**config.mk**
```make
export PLATFORM = sky130hd
export DESIGN_NAME = pattern_bist_driver
export DESIGN_NICKNAME = d
export VERILOG_FILES = /design/src/rtl/pattern_bist_driver.sv
export SDC_FILE = /design/constraint.sdc
export NUM_CORES = 1
export LEC_CHECK = 0
export BUFFER_PORTS_ARGS = -buffer_cell sky130_fd_sc_hd__buf_2
export CORE_ASPECT_RATIO = 1.2
export CORE_MARGIN = 2
export CORE_UTILIZATION = 54
export CTS_BUF_LIST = sky130_fd_sc_hd__clkbuf_4 sky130_fd_sc_hd__clkbuf_8 sky130_fd_sc_hd__clkbuf_16
export DETAILED_ROUTE_END_ITERATION = 10
export PLACE_DENSITY = 0.8
export SETUP_SLACK_MARGIN = 0.1
export SKIP_CTS_REPAIR_TIMING = 1
export SLEW_MARGIN = 25
export SYNTH_ARGS = -nofsm -noshare
export SYNTH_HDL_FRONTEND = slang
export SYNTH_SLANG_ARGS = --single-unit
```
**constraint.sdc**
```tcl
create_clock -name blif_clk_net -period 2.6 [get_ports blif_clk_net]
set_input_delay 0.26 -clock blif_clk_net [delete_from_list [all_inputs] [get_ports blif_clk_net]]
set_output_delay 0.26 -clock blif_clk_net [all_outputs]
set_load 0.01 [all_outputs]
```
**src/rtl/pattern_bist_driver.sv**
```systemverilog
// pattern_bist_driver
// Drives a pattern netlist's primary inputs from an LFSR stream and folds its
// primary outputs into a MISR signature. Start/busy/done handshake toward the
// test controller; the response path is qualified by a LAT-deep valid pipe so
// each capture lines up with the pattern that produced it.
module pattern_bist_driver #(
   parameter int                IN_W      = 11,
   parameter int                OUT_W     = 9,
   parameter int                CNT_W     = 16,
   parameter int                LAT       = 2,
   parameter logic [IN_W-1:0]   LFSR_TAPS = 11'h500,
   parameter logic [OUT_W-1:0]  MISR_TAPS = 9'h110
) (
   input  logic              blif_clk_net,
   input  logic              blif_reset_net,
   input  logic              start,
   input  logic              abort,
   input  logic [IN_W-1:0]   seed,
   input  logic [CNT_W-1:0]  num_patterns,
   input  logic [OUT_W-1:0]  golden,
   input  logic [OUT_W-1:0]  resp,
   output logic [IN_W-1:0]   stim,
   output logic              stim_valid,
   output logic              busy,
   output logic              done,
   output logic [OUT_W-1:0]  signature,
   output logic              sig_match
);

   typedef enum logic [1:0] {
      ST_IDLE  = 2'd0,
      ST_RUN   = 2'd1,
      ST_DRAIN = 2'd2,
      ST_FIN   = 2'd3
   } state_t;

   // One Fibonacci LFSR step: shift left, feedback is parity of tapped bits.
   function automatic logic [IN_W-1:0] lfsr_step(input logic [IN_W-1:0] v);
      lfsr_step = {v[IN_W-2:0], ^(v & LFSR_TAPS)};
   endfunction

   // One MISR step folding in a response word.
   function automatic logic [OUT_W-1:0] misr_step(input logic [OUT_W-1:0] v,
                                                 input logic [OUT_W-1:0] r);
      misr_step = {v[OUT_W-2:0], ^(v & MISR_TAPS)} ^ r;
   endfunction

   state_t            state_r;
   state_t            state_next_s;
   logic [IN_W-1:0]   lfsr_r;
   logic [CNT_W-1:0]  cnt_r;
   logic [CNT_W-1:0]  num_r;
   logic [LAT-1:0]    vpipe_r;
   logic [LAT-1:0]    vpipe_next_s;
   logic [OUT_W-1:0]  misr_r;
   logic [OUT_W-1:0]  misr_next_s;
   logic              stim_valid_r;
   logic              busy_r;
   logic              done_r;
   logic              sig_match_r;
   logic              load_s;
   logic              step_s;
   logic              cap_s;

   // Valid pipe shift value; the oldest entry marks the cycle whose resp is captured.
   generate
      if (LAT == 1) begin : g_pipe1
         assign vpipe_next_s = stim_valid_r;
      end else begin : g_pipen
         assign vpipe_next_s = {vpipe_r[LAT-2:0], stim_valid_r};
      end
   endgenerate

   assign cap_s = vpipe_r[LAT-1];

   // FSM state register.
   always_ff @(posedge blif_clk_net or negedge blif_reset_net) begin
      if (!blif_reset_net) begin
         state_r <= ST_IDLE;
      end else begin
         state_r <= state_next_s;
      end
   end

   // Next-state decode plus load/step strobes for the datapath; abort overrides all.
   always_comb begin
      state_next_s = state_r;
      load_s       = 1'b0;
      step_s       = 1'b0;
      if (abort) begin
         state_next_s = ST_IDLE;
      end else begin
         case (state_r)
            ST_IDLE, ST_FIN: begin
               if (start) begin
                  load_s = 1'b1;
                  if (num_patterns == {CNT_W{1'b0}}) begin
                     state_next_s = ST_FIN;
                  end else begin
                     state_next_s = ST_RUN;
                  end
               end else begin
                  state_next_s = state_r;
               end
            end
            ST_RUN: begin
               // cnt_r counts patterns already issued, including the one on stim now
               if (cnt_r == num_r) begin
                  state_next_s = ST_DRAIN;
               end else begin
                  step_s = 1'b1;
               end
            end
            ST_DRAIN: begin
               if (vpipe_next_s == {LAT{1'b0}}) begin
                  state_next_s = ST_FIN;
               end else begin
                  state_next_s = ST_DRAIN;
               end
            end
            default: begin
               state_next_s = ST_IDLE;
            end
         endcase
      end
   end

   // Next MISR value: cleared on a new run, folds resp on a delayed-valid cycle, holds on abort.
   always_comb begin
      misr_next_s = misr_r;
      if (load_s) begin
         misr_next_s = {OUT_W{1'b0}};
      end else if (cap_s && !abort) begin
         misr_next_s = misr_step(misr_r, resp);
      end else begin
         misr_next_s = misr_r;
      end
   end

   // LFSR / stimulus register; forced to zero whenever no pattern is being driven.
   always_ff @(posedge blif_clk_net or negedge blif_reset_net) begin
      if (!blif_reset_net) begin
         lfsr_r       <= {IN_W{1'b0}};
         stim_valid_r <= 1'b0;
      end else begin
         stim_valid_r <= (state_next_s == ST_RUN);
         if (state_next_s != ST_RUN) begin
            lfsr_r <= {IN_W{1'b0}};
         end else if (load_s) begin
            lfsr_r <= seed;
         end else if (step_s) begin
            lfsr_r <= lfsr_step(lfsr_r);
         end else begin
            lfsr_r <= lfsr_r;
         end
      end
   end

   // Pattern counter and latched run length; the count starts at 1 for the seed pattern.
   always_ff @(posedge blif_clk_net or negedge blif_reset_net) begin
      if (!blif_reset_net) begin
         cnt_r <= {CNT_W{1'b0}};
         num_r <= {CNT_W{1'b0}};
      end else if (load_s) begin
         cnt_r <= {{(CNT_W-1){1'b0}}, 1'b1};
         num_r <= num_patterns;
      end else if (step_s) begin
         cnt_r <= cnt_r + {{(CNT_W-1){1'b0}}, 1'b1};
         num_r <= num_r;
      end else begin
         cnt_r <= cnt_r;
         num_r <= num_r;
      end
   end

   // Valid pipe tracking patterns in flight through the DUT; flushed on abort.
   always_ff @(posedge blif_clk_net or negedge blif_reset_net) begin
      if (!blif_reset_net) begin
         vpipe_r <= {LAT{1'b0}};
      end else if (abort) begin
         vpipe_r <= {LAT{1'b0}};
      end else begin
         vpipe_r <= vpipe_next_s;
      end
   end

   // Signature register and handshake/status outputs, all registered from next state.
   always_ff @(posedge blif_clk_net or negedge blif_reset_net) begin
      if (!blif_reset_net) begin
         misr_r      <= {OUT_W{1'b0}};
         busy_r      <= 1'b0;
         done_r      <= 1'b0;
         sig_match_r <= 1'b0;
      end else begin
         misr_r      <= misr_next_s;
         busy_r      <= (state_next_s == ST_RUN) || (state_next_s == ST_DRAIN);
         done_r      <= (state_next_s == ST_FIN);
         sig_match_r <= (state_next_s == ST_FIN) && (misr_next_s == golden);
      end
   end

   assign stim       = lfsr_r;
   assign stim_valid = stim_valid_r;
   assign busy       = busy_r;
   assign done       = done_r;
   assign signature  = misr_r;
   assign sig_match  = sig_match_r;

endmodule

```
==> out/metrics.csv <==
metric,value,unit
maxCapViolCount,0,
io_pins,73,
p_total,3.69,mW
synthToLayoutAreaGrowth,25.2,%
worst_pin_slew,0.729,ns
grt_max_degree,48,
setup_viol,1,
critPathKind,reg -> reg,
worstPathRequired,2.89,ns
hold_viol,30,
setup_tns,-0.00860,ns
clock_skew,0.00765,ns
cp.arrival,2.90,ns
synth_seq_area_share,47.0,%
vias,2809,
antenna_cells,0,
antenna_found_initial,0,
gp_congestion,0.826,
grt_pass1_wl,11600,um
cp-end-kind,flip-flop,
num_rows,30,
clockBufferDepth,2,
final_common_cell,buf_2,
finalMaxSlewViolations,0,
power.density,922,nW/um^2
numCtsBuffers,9,
irDropWorstVdd,0.475,mV
h-tree-depth,3,
numPortBuffers,72,
cts_tree,yes,
drt-pass1-iter-count,4,
synthesis.nets,394,
final_nets,478,
dpl.cell_count,484,
timing.final.crit_share,100,%
grt_usage,23.1,%
drtIter0Drc,231,
core_area,5670,um^2
die_h,88.2,um
layout_setup_ws,-0.00860,ns
final.fill_count,428,
clk_pin_slew_worst_paths,0.07,ns
max_freq,0.383,GHz
stdcell_count,509,
dieWidth,74.2,um
overflow,0,
min_period,2.61,ns
violations,"hold timing, setup timing",
syn_avg_cell_area,9.39,um^2
clk_latency,0.35,ns
post-route-drc-count,0,
async_flop_share,100,%
routed_via_density,5.52,
hold_class,in -> async,
clock-sinks,60,
worstPathMaxFanout,4,
yosysUniqueCellTypes,40,
status,finished with violations,
initial_core_util,56.3,%
wire_per_inst,15.1,um
slew_headroom,51.4,%
power_leakage,1.91,nW
die-area,6540,um^2
synth_flop_cell,dfrtp_1,
final_cell_mix,"buf_2 (72), nand2_1 (63), dfrtp_1 (58)",
synth-seq-cells,60,
grt_pass1_vias,2622,
syn_inst,340,
synth_edf_count,0,
synth_area,3190,um^2
synth_warnings,0,
ant_nets,0,
cts_root_buf,clkbuf_8,
dpl.hpwl,5140,um
holdWs,-0.0362,ns
grt_setup_unrepaired,yes,
wl,7700,um
startpoint_type,flip-flop,
drive_gt1_share,29.8,%
post-route-util,70.5,%
-- per-stage QoR --
stage	hold slack, ns	cell area, um^2	worst slack, ns
finish	-0.0362	4000	-0.00860
floorplan	-0.0356	3190	0.235
global route	0.0238	4000	-0.127
global placement	0.350	3640	0.0849
CTS	-0.00808	3830	-0.00990
detailed placement	0.355	3640	0.0178
-- routing by layer --
metal | routed length, um | vias up | share of wire (%) | global-route usage, %
li1 | - | 1359 | - | -
met1 | 3200 | 1326 | 42 | 28.7
met2 | 3890 | 105 | 51 | 39.9
met3 | 395 | 19 | 5.1 | 3.99
met4 | 216 | 0 | 2.8 | 9.09
met5 | 0 | - | 0 | 0
-- area by class of cell --
cell class              instances  area [um^2]  share of cell area, %
well taps                      80          100                   2.50
clock buffers                   9          124                   3.10
flip-flops and latches         60         1500                   37.6
repair buffers                 92          523                   13.1
clock inverters                 7         67.6                   1.69
inverters                       4         15.0                  0.376
multi-input cells             257         1660                   41.6
-- final timing paths --
path	depth (start not counted)	startpoint	end	slack, ns
setup / recovery	10	cnt_r[9]	sig_match	-0.009
hold / removal	1	blif_reset_net	signature[5]	-0.04
setup reg to reg	10	cnt_r[9]	sig_match	-0.009
hold reg to reg	2	num_r[0]	num_r[0]	0.50
max in group asynchronous	2	blif_reset_net	cnt_r[2]	2.01
min in group blif_clk_net	3	num_patterns[3]	num_r[3]	0.12
-- sequential cells by signal, summed over array words and instances (netlist names) --
register	count
sig_match	1
stim	11
busy	1
signature	9
stim_valid	1
cnt_r	16
done	1
num_r	16
vpipe_r	2
state_r	2
-- logic make-up (layout without fill, tap and decap cells) --
logic type      Yosys count  count (layout)  synth area share [%]
simple gates            150             150                  22.5
flops                    60              60                  47.0
compound gates           54              54                  10.9
xor+xnor                 37              37                  10.2
buf+inv                  23             112                  4.00
mux                      11              11                  3.45
fa+ha+maj                 5               5                  1.96
-- power by group --
| part | switching [mW] | leakage [nW] | internal, mW |
|---|---|---|---|
| Combinational | 0.825 | 1.02 | 0.638 |
| Sequential | 0.214 | 0.796 | 1.19 |
| Clock | 0.387 | 0.0910 | 0.436 |
| Total | 1.43 | 1.91 | 2.26 |
-- synth_stat cells (all sizes together) (4+ instances only) --
cell / count / share of area (%)
mux2i: 11 / 3.4
inv: 4 / 0.47
buf: 11 / 2.6
nor3: 13 / 2.4
a31o: 4 / 1.1
dfrtp: 60 / 47
o31ai: 6 / 1.4
a21oi: 18 / 2.8
or4: 5 / 1.2
nand2: 63 / 7.4
nor2: 29 / 3.6
xnor2: 29 / 8.0
o21ai: 15 / 2.4
clkbuf: 8 / 0.94
xor2: 8 / 2.2
ha: 5 / 2.0
nor4: 5 / 0.98
nand4: 8 / 1.6
nand3: 9 / 1.4
and3: 8 / 1.6
-- critical path: stages (launching register included) --
cell,delay [ns]
dfrtp_1,0.43
xnor2_1,0.24
nand4_1,0.22
o41ai_2,0.39
nand2_1,0.11
a221o_1,0.37
inv_2,0.09
ha_4,0.14
nand3_4,0.07
nor4_4,0.27
o2111a_1,0.20
Note: power is estimated with default switching activity, not from simulation.
